--- src/rtl/sysid_pkg.sv ---
// Shared register map, capability magic and control-bit positions for the
// extended system-ID block.
package sysid_pkg;

  localparam logic [3:0] ADDR_ID        = 4'd0;
  localparam logic [3:0] ADDR_TIMESTAMP = 4'd1;
  localparam logic [3:0] ADDR_CAPS      = 4'd2;
  localparam logic [3:0] ADDR_SCRATCH   = 4'd3;
  localparam logic [3:0] ADDR_CYCLE_LO  = 4'd4;
  localparam logic [3:0] ADDR_CYCLE_HI  = 4'd5;
  localparam logic [3:0] ADDR_SECONDS   = 4'd6;
  localparam logic [3:0] ADDR_CTRL      = 4'd7;
  localparam logic [3:0] ADDR_USER0     = 4'd8;

  localparam logic [15:0] CAPS_MAGIC = 16'h5100;

  localparam int CTRL_CLEAR_BIT  = 0;
  localparam int CTRL_FREEZE_BIT = 1;

  function automatic logic [31:0] byte_merge(input logic [31:0] cur,
                                             input logic [31:0] wdata,
                                             input logic [3:0]  be);
    logic [31:0] res;
    res = cur;
    for (int i = 0; i < 4; i++) begin
      if (be[i]) res[8*i +: 8] = wdata[8*i +: 8];
    end
    return res;
  endfunction

endpackage

--- src/rtl/sysid_uptime.sv ---
// Uptime seconds counter: prescaler divides the clock down to one tick per
// second, and the heartbeat output toggles on every tick.
module sysid_uptime
  import sysid_pkg::*;
#(
  parameter int unsigned UPTIME_DIV = 50000000
) (
  input  logic        clock,
  input  logic        reset,
  input  logic        clear,
  input  logic        freeze,
  output logic [31:0] seconds,
  output logic        heartbeat
);

  localparam int unsigned PW = $clog2(UPTIME_DIV);
  localparam logic [PW-1:0] TC = PW'(UPTIME_DIV - 1);

  logic [PW-1:0] prescale;

  // Clear outranks both freeze and the terminal-count rollover.
  always_ff @(posedge clock) begin
    if (reset) begin
      prescale  <= '0;
      seconds   <= '0;
      heartbeat <= 1'b0;
    end else if (clear) begin
      prescale <= '0;
      seconds  <= '0;
    end else if (!freeze) begin
      if (prescale == TC) begin
        prescale  <= '0;
        seconds   <= seconds + 32'd1;
        heartbeat <= ~heartbeat;
      end else begin
        prescale <= prescale + 1'b1;
      end
    end
  end

endmodule

--- src/rtl/sysid_ext_qsys.sv ---
// Avalon-MM system-ID slave: identity constants, scratch register, coherent
// 64-bit cycle counter snapshot and uptime seconds with heartbeat.
module sysid_ext_qsys
  import sysid_pkg::*;
#(
  parameter logic [31:0]  ID_VALUE       = 32'h0000_0000,
  parameter logic [31:0]  TIMESTAMP      = 32'd1620606931,
  parameter int unsigned  NUM_USER_WORDS = 4,
  parameter logic [255:0] USER_WORDS     = 256'h0,
  parameter int unsigned  READ_LATENCY   = 1,
  parameter int unsigned  UPTIME_DIV     = 50000000
) (
  input  logic        clock,
  input  logic        reset,
  input  logic [3:0]  address,
  input  logic        read,
  input  logic        write,
  input  logic [31:0] writedata,
  input  logic [3:0]  byteenable,
  output logic [31:0] readdata,
  output logic        readdatavalid,
  output logic        heartbeat
);

  if (READ_LATENCY != 1 && READ_LATENCY != 2) begin : g_bad_latency
    $fatal(1, "sysid_ext_qsys: READ_LATENCY must be 1 or 2");
  end
  if (NUM_USER_WORDS > 8) begin : g_bad_user_words
    $fatal(1, "sysid_ext_qsys: NUM_USER_WORDS must be 0..8");
  end
  if (UPTIME_DIV < 2) begin : g_bad_div
    $fatal(1, "sysid_ext_qsys: UPTIME_DIV must be at least 2");
  end

  logic [63:0] cycle_cnt;
  logic [31:0] scratch;
  logic [31:0] hi_snap;
  logic [31:0] seconds;
  logic        freeze;
  logic        wr_ctrl;
  logic        ctrl_clear;
  logic [31:0] rdata_c;
  logic        pipe_valid;
  logic [31:0] pipe_data;
  logic        out_valid;
  logic [31:0] out_data;

  assign wr_ctrl    = write && (address == ADDR_CTRL) && byteenable[0];
  assign ctrl_clear = wr_ctrl && writedata[CTRL_CLEAR_BIT];

  always_ff @(posedge clock) begin
    if (reset) begin
      scratch <= '0;
      freeze  <= 1'b0;
    end else begin
      if (write && (address == ADDR_SCRATCH))
        scratch <= byte_merge(scratch, writedata, byteenable);
      if (wr_ctrl)
        freeze <= writedata[CTRL_FREEZE_BIT];
    end
  end

  always_ff @(posedge clock) begin
    if (reset || ctrl_clear) cycle_cnt <= '0;
    else if (!freeze)        cycle_cnt <= cycle_cnt + 64'd1;
  end

  // High word is captured alongside the low-word read so a lo/hi read pair
  // is coherent across a carry out of bit 31.
  always_ff @(posedge clock) begin
    if (reset) hi_snap <= '0;
    else if (read && (address == ADDR_CYCLE_LO)) hi_snap <= cycle_cnt[63:32];
  end

  sysid_uptime #(.UPTIME_DIV(UPTIME_DIV)) u_uptime (
    .clock     (clock),
    .reset     (reset),
    .clear     (ctrl_clear),
    .freeze    (freeze),
    .seconds   (seconds),
    .heartbeat (heartbeat)
  );

  always_comb begin
    rdata_c = '0;
    case (address)
      ADDR_ID:        rdata_c = ID_VALUE;
      ADDR_TIMESTAMP: rdata_c = TIMESTAMP;
      ADDR_CAPS:      rdata_c = {CAPS_MAGIC, 8'(NUM_USER_WORDS), 8'(READ_LATENCY)};
      ADDR_SCRATCH:   rdata_c = scratch;
      ADDR_CYCLE_LO:  rdata_c = cycle_cnt[31:0];
      ADDR_CYCLE_HI:  rdata_c = hi_snap;
      ADDR_SECONDS:   rdata_c = seconds;
      ADDR_CTRL:      rdata_c = {30'b0, freeze, 1'b0};
      default: begin
        if (address[3] && (32'(address[2:0]) < NUM_USER_WORDS))
          rdata_c = USER_WORDS[{address[2:0], 5'd0} +: 32];
      end
    endcase
  end

  always_ff @(posedge clock) begin
    if (reset) begin
      pipe_valid <= 1'b0;
      pipe_data  <= '0;
    end else begin
      pipe_valid <= read;
      if (read) pipe_data <= rdata_c;
    end
  end

  always_comb begin
    out_valid = pipe_valid;
    out_data  = pipe_data;
    if (READ_LATENCY == 1) begin
      out_valid = read;
      out_data  = rdata_c;
    end
  end

  always_ff @(posedge clock) begin
    if (reset) begin
      readdatavalid <= 1'b0;
      readdata      <= '0;
    end else begin
      readdatavalid <= out_valid;
      if (out_valid) readdata <= out_data;
    end
  end

endmodule

--- config.mk ---
export PLATFORM = sky130hd
export DESIGN_NAME = sysid_ext_qsys
export DESIGN_NICKNAME = d
export VERILOG_FILES = /design/src/rtl/sysid_pkg.sv /design/src/rtl/sysid_uptime.sv /design/src/rtl/sysid_ext_qsys.sv
export SDC_FILE = /design/constraint.sdc
export NUM_CORES = 1
export LEC_CHECK = 0
export ABC_AREA = 0
export BUFFER_PORTS_ARGS = -buffer_cell sky130_fd_sc_hd__buf_4
export CAP_MARGIN = 20
export CORE_MARGIN = 4
export CORE_UTILIZATION = 30
export DETAILED_ROUTE_END_ITERATION = 6
export HOLD_SLACK_MARGIN = 0.12
export PLACE_DENSITY = 0.56
export RECOVER_POWER = 50
export SLEW_MARGIN = 20
export SYNTH_ARGS = -nofsm -noshare
export SYNTH_HDL_FRONTEND = slang
export SYNTH_HIERARCHICAL = 1
export SYNTH_SLANG_ARGS = --single-unit
--- constraint.sdc ---
create_clock -name clock -period 2.6 [get_ports clock]
set_clock_uncertainty 0.1 [all_clocks]
set_input_delay 0.26 -clock clock [delete_from_list [all_inputs] [get_ports clock]]
set_output_delay 0.26 -clock clock [all_outputs]
set_load 0.005 [all_outputs]
==> flow_metrics.env, run 1 <==
export IMPL_p_leak_nw=4.74
export IMPL_critical_path_endpoint_type="register"
export IMPL_synth_area_top_cells="dfxtp_1, mux2i_1, a21oi_1"
export IMPL_rsz0062_at_grt="no"
export IMPL_synth_nets=1318
export IMPL_synth_seq_area_share_pct=41.4
export IMPL_start_kind="register"
export IMPL_drive_gt1_share_pct=14.5
export IMPL_numPortBuffers=77
export IMPL_start_util_pct=30.7
export IMPL_synthArstFlopShare_pct=0
export IMPL_cp_arrival_ps=2840
export IMPL_ys_warnings_count=6
export IMPL_detail_route_first_pass_iterations=6
export IMPL_fin_nets=1445
export IMPL_grt_overflow=0
export IMPL_coreArea_um2=34900
export IMPL_pwr_density_cell_nw_per_um2=566
export IMPL_io_pins=78
export IMPL_numCtsBuffers=25
export IMPL_placed_cell_area_um2=12000
export IMPL_antenna_cells=0
export IMPL_cts_max_level=1
export IMPL_vias=9699
export IMPL_tightest_slew_ps=961
export IMPL_vias_per_cell=5.18
export IMPL_synth_avg_cell_area_um2=8.42
export IMPL_num_rows=68
export IMPL_gp_congestion=0.876
export IMPL_status="complete, no violations"
export IMPL_period_share_pct=95.6
export IMPL_synthFlopType="dfxtp_1"
export IMPL_setup_tns_ps=0
export IMPL_area_growth_pct=23.7
export IMPL_relSlewSlack_pct=35.9
export IMPL_ir_drop_uv=410
export IMPL_multi_input_area_um2=5830
export IMPL_dieArea_um2=38700
export IMPL_cts_root_buffer="clkbuf_16"
export IMPL_clock_latency_ps=540
export IMPL_max_cap_violations=0
export IMPL_first_global_vias=8945
export IMPL_final_setup_viol_count=0
export IMPL_synthesis_area_um2=10700
export IMPL_grt_max_degree=45
export IMPL_ys_types=61
export IMPL_fillers=3564
export IMPL_worst_r2r_setup_slack_ps=110
export IMPL_critPathMaxFanout=26
export IMPL_period_needed_ps=2490
export IMPL_grt_pass1_wl_um=50000
export IMPL_synth_edff_count=0
export IMPL_post_cts_buffers=0
export IMPL_clkTransAtPathRegs_ps=60
export IMPL_totalWireLength_um=31800
export IMPL_crit_type="reg2reg"
export IMPL_cts_tree="done"
export IMPL_finalHoldViolations=0
export IMPL_seqCellArea_um2=4420
export IMPL_detail_route_antenna_nets=0
export IMPL_yosysTopAreaCell="dfxtp_1"
export IMPL_hold_path_class="in2reg"
export IMPL_synth_seq_cells=221
export IMPL_antenna_found_initial=0
export IMPL_cts_sinks=221
export IMPL_fp_dieW_um=197
export IMPL_drc=0
export IMPL_hold_ws_ps=147
export IMPL_synth_cells=1270
export IMPL_track_usage_pct=15.7
export IMPL_fp_dieH_um=197
export IMPL_fin_area_um2=13200
export IMPL_slew_viol_final=0
export IMPL_wire_per_inst_um=17.0
export IMPL_fmax_ghz=0.402
export IMPL_post_dp_hpwl_um=22700
export IMPL_drtIter0Drc=856
export IMPL_synth_top_cell_area_share_pct=41.4
export IMPL_clk_path_buf_depth=3
export IMPL_critical_path_required_ps=2960
==> cell usage after synthesis (all sizes together), types with 24 or more instances <==
master,instances
nor2b,25
o21ai,50
clkbuf,55
a21oi,116
xnor2,49
inv,27
mux2i,67
nand3,51
buf,24
nor4,33
nor2,150
nand4,40
or3,33
nand2,115
dfxtp,221
==> placed cells by master, fill, tap and decap left out, types with 22 or more instances in the layout <==
master         synthesis  final
dfxtp_1              221    221
nor2_1               146    146
a21oi_1              116    116
nand2_1              115    115
buf_4                  0     88
mux2i_1               67     67
nand3_1               50     50
o21ai_0               50     50
xnor2_1               49     49
dlygate4sd3_1          0     45
nand4_1               39     39
or3_1                 33     33
inv_1                 27     27
clkbuf_4               0     27
clkbuf_16              0     25
nor2b_1               25     24
nor4_1                22     22
==> final cells by class <==
type                            count  share of cell area, %
Timing Repair Buffer              179                   10.9
Inverter                           27                  0.766
Multi-Input combinational cell    943                   44.1
Clock inverter                      7                  0.756
Sequential cell                   221                   33.4
Tap cell                          455                   4.30
Clock buffer                       39                   5.80
==> report_power, final <==
group | leakage [nW] | total [mW] | switching (mW) | internal (mW)
Combinational | 2.52 | 0.374 | 0.215 | 0.159
Clock | 0.432 | 3.69 | 1.46 | 2.23
Sequential | 1.78 | 3.42 | 0.0171 | 3.41
Total | 4.74 | 7.49 | 1.69 | 5.80
==> flip-flops by register name, indices dropped and copies added (netlist names) <==
register            flops
cycle_cnt              64
hi_snap                32
readdata               32
scratch                32
u_uptime/seconds       32
u_uptime/prescale      26
freeze                  1
readdatavalid           1
u_uptime/heartbeat      1
==> worst paths after layout <==
kind	from	to	depth (start not counted)
max	u_uptime/prescale[9]$_SDFFE_PP0N_	u_uptime/seconds[11]$_SDFFE_PP0P_	6
min	address[3]	readdata[30]$_SDFFE_PP0P_	4
max reg2reg	u_uptime/prescale[9]$_SDFFE_PP0N_	u_uptime/seconds[11]$_SDFFE_PP0P_	6
min reg2reg	hi_snap[14]$_SDFFE_PP0P_	hi_snap[14]$_SDFFE_PP0P_	2
==> cell families (layout without fill, tap and decap cells) <==
kind of cell / Yosys count / in the layout / share of synthesized area (%)
DFF: 221 / 221 / 41.4
buffers and inverters: 106 / 252 / 4.16
xor gates and xnor gates: 69 / 69 / 5.65
muxes: 79 / 79 / 7.53
adders and majority gates: 4 / 4 / 0.468
and+or+nand+nor: 558 / 558 / 27.9
AOI/OAI and AO/OA: 233 / 233 / 12.9
==> stage by stage <==
stage | worst slack (ps) | instances | total power [mW] | util [%]
floorplan | 156 | 1270 | 3.68 | -
global placement | 98.1 | 1780 | 3.83 | 34.3
detailed placement | 92.9 | 1780 | 3.83 | 34.3
CTS | 74.2 | 1871 | 7.57 | 38.1
global route | 0.259 | 1871 | 7.74 | 37.9
finish | 114 | 1871 | 7.49 | 37.9
==> per-layer routing <==
metal / wire (um) / up-vias / global-route usage (%)
met3: 1350 / 54 / 1.95
met4: 812 / 0 / 4.37
met2: 14300 / 222 / 24.4
li1: - / 4784 / -
met1: 15300 / 4639 / 22.9
met5: 0 / - / 0
==> repair_timing <==
| item | 4_1_cts | 5_1_grt |
|---|---|---|
| hold buffers | 45 | 0 |
| resized for setup | 0 | 1 |
| endpoints found under the hold margin | 56 | 0 |
| setup endpoints to repair | 0 | 6 |
==> worst max-delay path: stages (launching register included) <==
cell	delay [ps]
dfxtp_1	300
or3_1	410
or2_0	240
or4_4	540
buf_12	170
or4_1	500
a21oi_1	140
No activity file was read; power rests on OpenSTA's default activity.
==> run 2, diff against run 1 <==
--- a/config.mk
+++ b/config.mk
@@ -17,5 +17,4 @@
 export SLEW_MARGIN = 20
 export SYNTH_ARGS = -nofsm -noshare
 export SYNTH_HDL_FRONTEND = slang
-export SYNTH_HIERARCHICAL = 1
 export SYNTH_SLANG_ARGS = --single-unit
==> flow_metrics.env, run 2 <==
export IMPL_setup_tns_ps=0
export IMPL_critical_path_endpoint_type="register"
export IMPL_synth_cells=1214
export IMPL_combPwrFrac_pct=4.8
export IMPL_cts_sinks=221
export IMPL_worst_path_dominant_cell_family="simple AND/OR/NAND/NOR gates"
export IMPL_detail_route_first_pass_iterations=5
export IMPL_p_int_mw=6.20
export IMPL_rsz0062_at_grt="no"
export IMPL_yosysMostFrequentCell="dfxtp_1"
export IMPL_violations="capacitance limit, slew limit"
export IMPL_final_common_cell="dfxtp_1"
export IMPL_critPathMaxFanout=6
export IMPL_relSlewSlack_pct=-15.6
export IMPL_fin_nets=1390
export IMPL_ir_drop_uv=371
export IMPL_area_growth_pct=27.2
export IMPL_period_needed_ps=2500
export IMPL_p_leak_nw=4.39
export IMPL_synthesis_area_um2=9920
export IMPL_clock_latency_ps=520
export IMPL_fmax_ghz=0.400
export IMPL_tightest_slew_ps=1730
export IMPL_finalHoldViolations=0
export IMPL_post_dp_hpwl_um=22200
export IMPL_synth_top_cell_area_share_pct=44.6
export IMPL_gp_congestion=0.874
export IMPL_final_setup_viol_count=0
export IMPL_p_sw_mw=1.71
export IMPL_synthTopCellsByCount="dfxtp_1, nor2_1, a21oi_1, nand2_1, clkbuf_1"
export IMPL_p_clk_share_pct=51.8
export IMPL_cp_arrival_ps=2810
export IMPL_synth_seq_area_share_pct=44.6
export IMPL_critical_path_required_ps=2910
export IMPL_synth_nets=1262
export IMPL_ys_warnings_count=0
export IMPL_antenna_cells=0
export IMPL_synth_seq_cells=221
export IMPL_fp_dieH_um=190
export IMPL_crit_buf_inv=0
export IMPL_drc=0
export IMPL_cts_root_buffer="clkbuf_16"
export IMPL_vias_per_cell=5.13
export IMPL_synthArstFlopShare_pct=0
export IMPL_synthFlopType="dfxtp_1"
export IMPL_crit_type="reg2reg"
export IMPL_detail_route_antenna_nets=0
export IMPL_slew_viol_final=89
export IMPL_grt_pass1_wl_um=49500
export IMPL_synth_edff_count=0
export IMPL_drtIter0Drc=725
export IMPL_cp_cell_sequence="or4_4, or3b_2, nor4_1, xnor2_1, nor2_1"
export IMPL_p_seq_share_pct=43.5
export IMPL_synth_area_top_cells="dfxtp_1, a21oi_1, nor2_1"
export IMPL_cts_tree="done"
export IMPL_track_usage_pct=16.9
export IMPL_hold_path_class="in2reg"
export IMPL_coreArea_um2=32500
export IMPL_yosysTopAreaCell="dfxtp_1"
export IMPL_ys_types=55
export IMPL_numPortBuffers=77
export IMPL_final_cell_mix="dfxtp_1, nor2_1, nand2_1, a21oi_1, buf_4"
export IMPL_cts_max_level=1
export IMPL_clk_path_buf_depth=3
export IMPL_io_pins=78
export IMPL_hold_ws_ps=201
export IMPL_synth_avg_cell_area_um2=8.17
export IMPL_period_share_pct=96.2
export IMPL_pwr_density_cell_nw_per_um2=627
export IMPL_grt_max_degree=89
export IMPL_slowest_delay_ps=590
export IMPL_wire_per_inst_um=17.1
export IMPL_swShare_pct=21.6
export IMPL_num_rows=66
export IMPL_dieArea_um2=36000
export IMPL_slowest_stage="nor4_1"
export IMPL_start_util_pct=30.5
export IMPL_worst_r2r_setup_slack_ps=100
export IMPL_first_global_vias=8804
export IMPL_antenna_found_initial=0
export IMPL_fp_dieW_um=190
export IMPL_max_cap_violations=1
export IMPL_totalWireLength_um=30900
export IMPL_clkTransAtPathRegs_ps=60
export IMPL_status="finished with violations"
export IMPL_start_kind="register"
export IMPL_numCtsBuffers=26
export IMPL_grt_overflow=0
export IMPL_drive_gt1_share_pct=13.4
export IMPL_largest_reg_flops=64
export IMPL_vias=9248
export IMPL_max_flop_register="cycle_cnt"
## run 2: changes by cell type in the layout (fill, tap and decap cells not counted), moves of 13 or more
cell | before | now
a222oi_1 | 1 | 14
a21oi_1 | 116 | 147
nand2_1 | 115 | 147
o2bb2ai_1 | 15 | 1
nor2b_1 | 24 | 4
xnor2_1 | 49 | 32
mux2i_1 | 67 | 27
xor2_1 | 20 | 37
## run 2: worst register-to-register path, delay by kind of cell, from the launching register on
family | cells | cell delay, ps
DFF | 1 | 360
xor gates and xnor gates | 1 | 200
and+or+nand+nor | 4 | 1730
## run 2: path summary, 6_finish.rpt
check                                startpoint                              end  depth (start not counted)
min                                  address[2]         readdata[1]$_SDFFE_PP0P_                          5
max reg2reg  u_uptime.prescale[16]$_SDFFE_PP0N_  u_uptime.heartbeat$_SDFFE_PP0P_                          5
max          u_uptime.prescale[16]$_SDFFE_PP0N_  u_uptime.heartbeat$_SDFFE_PP0P_                          5
min reg2reg             scratch[0]$_SDFFE_PP0P_          scratch[0]$_SDFFE_PP0P_                          2
## run 2: power groups by stage
stage / Combinational, mW / Clock, mW / Sequential, mW
CTS: 0.385 / 4.19 / 3.44
floorplan: 0.159 / 0 / 3.51
global placement: 0.341 / 0 / 3.51
detailed placement: 0.341 / 0 / 3.51
finish: 0.377 / 4.10 / 3.44
global route: 0.411 / 4.33 / 3.44
## run 2: cells by family after synthesis
family,after synthesis,share of synthesized area (%)
XOR/XNOR,69,6.09
AND/OR/NAND/NOR,534,26.8
adder cells (fa/ha/maj),4,0.505
multiplexers,27,2.72
buffers and inverters,97,3.71
flip-flops,221,44.6
AO/OA/AOI/OAI,262,15.6
## run 2: cell type report
type	count	area [um2]
clock buffer	33	748
clock inverter	15	231
fill	3370	19900
inverter	28	105
multi-input combinational	896	5170
sequential	221	4420
tap	442	553
timing repair buffer	169	1380
## run 2: timing repair
item                                    in CTS  in global routing
gates resized for setup                      0                  2
endpoints found under the setup margin       0                  8
hold buffers                                40                  0
setup buffers                                0                  1
endpoints found under the hold margin       54                  0
## run 2: metrics by stage
| stage | power [mW] | area [um2] | utilization [%] | setup slack [ps] | instances |
|---|---|---|---|---|---|
| after floorplan | 3.67 | 9920 | - | 365 | 1214 |
| after global placement | 3.85 | 11300 | 34.7 | 209 | 1715 |
| after detailed placement | 3.85 | 11300 | 34.7 | 192 | 1715 |
| after CTS | 8.01 | 12700 | 39.0 | 91.9 | 1803 |
| after global routing | 8.18 | 12600 | 38.8 | 14.1 | 1804 |
| final | 7.91 | 12600 | 38.8 | 98.6 | 1804 |
## run 2: per-layer routing
layer,vias up,GRT usage (%),share of wire [%]
li1,4597,-,-
met1,4348,24.8,48
met2,248,25.6,43
met3,55,2.13,5.4
met4,0,5.90,3.6
met5,-,0,0
==> run 3, diff against run 2 <==
--- a/config.mk
+++ b/config.mk
@@ -8,11 +8,12 @@
 export ABC_AREA = 0
 export BUFFER_PORTS_ARGS = -buffer_cell sky130_fd_sc_hd__buf_4
 export CAP_MARGIN = 20
+export CORE_ASPECT_RATIO = 1.25
 export CORE_MARGIN = 4
 export CORE_UTILIZATION = 30
 export DETAILED_ROUTE_END_ITERATION = 6
 export HOLD_SLACK_MARGIN = 0.12
-export PLACE_DENSITY = 0.56
+export PLACE_DENSITY = 0.49
 export RECOVER_POWER = 50
 export SLEW_MARGIN = 20
 export SYNTH_ARGS = -nofsm -noshare
==> flow_metrics.env, run 3 (same netlist as run 2, synthesis figures left out) <==
export IMPL_dp_cells=1691
export IMPL_fp_dieH_um=211
export IMPL_clkTransAtPathRegs_ps=60
export IMPL_cts_sinks=221
export IMPL_grt_overflow=0
export IMPL_route_met2_wl_um=15600
export IMPL_period_share_pct=93.1
export IMPL_drtIter0Drc=564
export IMPL_coreArea_um2=32700
export IMPL_max_cap_violations=0
export IMPL_num_rows=74
export IMPL_track_usage_pct=17.3
export IMPL_met1Wirelength_um=14000
export IMPL_critPathMaxFanout=13
export IMPL_ir_drop_uv=451
export IMPL_grt_pass1_wl_um=50400
export IMPL_final_common_cell="dfxtp_1"
export IMPL_wire_per_inst_um=17.7
export IMPL_slowest_delay_ps=390
export IMPL_start_util_pct=30.3
export IMPL_cts_root_buffer="clkbuf_16"
export IMPL_status="complete, no violations"
export IMPL_dieArea_um2=36100
export IMPL_cts_tree="done"
export IMPL_top_layer="met4"
export IMPL_fin_util_pct=38.1
export IMPL_fin_nets=1389
export IMPL_grt_max_degree=95
export IMPL_cp_cell_sequence="buf_4, nand4b_1, nor4_1, buf_4, nand3_1, buf_4, or3_1, a21oi_1"
export IMPL_start_kind="register"
export IMPL_crit_buf_inv=3
export IMPL_fp_dieW_um=171
export IMPL_pwr_density_cell_nw_per_um2=599
export IMPL_numCtsBuffers=24
export IMPL_gp_congestion=0.803
export IMPL_finalHoldViolations=0
export IMPL_setup_ws_ps=179
export IMPL_cp_arrival_ps=2770
export IMPL_io_pins=78
export IMPL_worst_r2r_setup_slack_ps=180
export IMPL_fillers=3396
export IMPL_fmax_ghz=0.413
export IMPL_max_flop_register="cycle_cnt"
export IMPL_p_leak_nw=4.31
export IMPL_cts_max_level=1
export IMPL_hold_path_class="in2reg"
export IMPL_stdcell_count=1777
export IMPL_tightest_slew_ps=1130
export IMPL_placed_cell_area_um2=11300
export IMPL_critical_path_endpoint_type="register"
export IMPL_fin_area_um2=12400
export IMPL_worst_path_dominant_cell_family="simple AND/OR/NAND/NOR gates"
export IMPL_area_growth_pct=25.4
export IMPL_slew_viol_final=0
export IMPL_vias=9206
export IMPL_rsz0062_at_grt="no"
export IMPL_post_place_ws_ps=-43.7
export IMPL_cp_common_cell="buf_4"
export IMPL_clock_latency_ps=520
export IMPL_drc=0
export IMPL_totalWireLength_um=31500
export IMPL_detail_route_first_pass_iterations=5
export IMPL_relSlewSlack_pct=24.5
export IMPL_first_global_vias=8918
export IMPL_clk_path_buf_depth=3
export IMPL_detail_route_antenna_nets=0
export IMPL_period_needed_ps=2420
export IMPL_crit_type="reg2reg"
export IMPL_antenna_found_initial=0
export IMPL_numPortBuffers=77
export IMPL_drive_gt1_share_pct=12.8
export IMPL_final_cell_mix="dfxtp_1, nor2_1, nand2_1, a21oi_1, buf_4"
export IMPL_final_setup_viol_count=0
export IMPL_slowest_stage="nor4_1"
export IMPL_antenna_cells=0
export IMPL_largest_reg_flops=64
export IMPL_p_total_mw=7.45
export IMPL_post_dp_hpwl_um=22700
export IMPL_vias_per_cell=5.18
export IMPL_critical_path_required_ps=2950
export IMPL_wl_met3_um=1080
run 3: tightest hold or removal path, delay by kind of cell:
kind	cells	cell delay [ps]
AND/OR/NAND/NOR	2	190
AO/OA/AOI/OAI	1	150
buffers and inverters	1	180
run 3: area by class of cell:
type	count	area [um2]	area share, %
Timing Repair Buffer	170	1360	11.0
Tap cell	418	523	4.21
Sequential cell	221	4420	35.6
Multi-Input combinational cell	896	5170	41.5
Inverter	28	105	0.845
Clock inverter	8	97.6	0.785
Clock buffer	36	757	6.09
run 3: where the power goes:
part           switching, mW  internal (mW)  total [mW]
Combinational          0.214          0.158       0.372
Clock                   1.44           2.21        3.64
Sequential            0.0209           3.41        3.43
Total                   1.67           5.78        7.45
run 3: final timing paths:
path | start | to | depth (start not counted)
setup / recovery | freeze$_SDFFE_PP0P_ | cycle_cnt[63]$_SDFFE_PP0N_ | 8
hold / removal | address[3] | readdata[20]$_SDFFE_PP0P_ | 4
setup reg to reg | freeze$_SDFFE_PP0P_ | cycle_cnt[63]$_SDFFE_PP0N_ | 8
hold reg to reg | hi_snap[9]$_SDFFE_PP0P_ | hi_snap[9]$_SDFFE_PP0P_ | 2
run 3: through the flow:
| step | hold WS (ps) | TNS, ps |
|---|---|---|
| floorplan | 296 | 0 |
| finish | 218 | 0 |
| detailed placement | 349 | -43.7 |
| global placement | 343 | -7.74 |
| global route | 231 | 0 |
| CTS | 185 | 0 |
run 3: metal layers:
| metal | up-vias | track usage [%] |
|---|---|---|
| met5 | - | 0 |
| met4 | 0 | 5.26 |
| met3 | 45 | 1.77 |
| met2 | 172 | 30.0 |
| met1 | 4405 | 22.8 |
| li1 | 4584 | - |
run 3: timing repair:
action / 4_1_cts / 5_1_grt
endpoints found under the setup margin: 2 / 0
hold buffers: 40 / 0
gates resized for setup: 1 / 0
buffers inserted: 2 / 0
endpoints found under the hold margin: 52 / 0
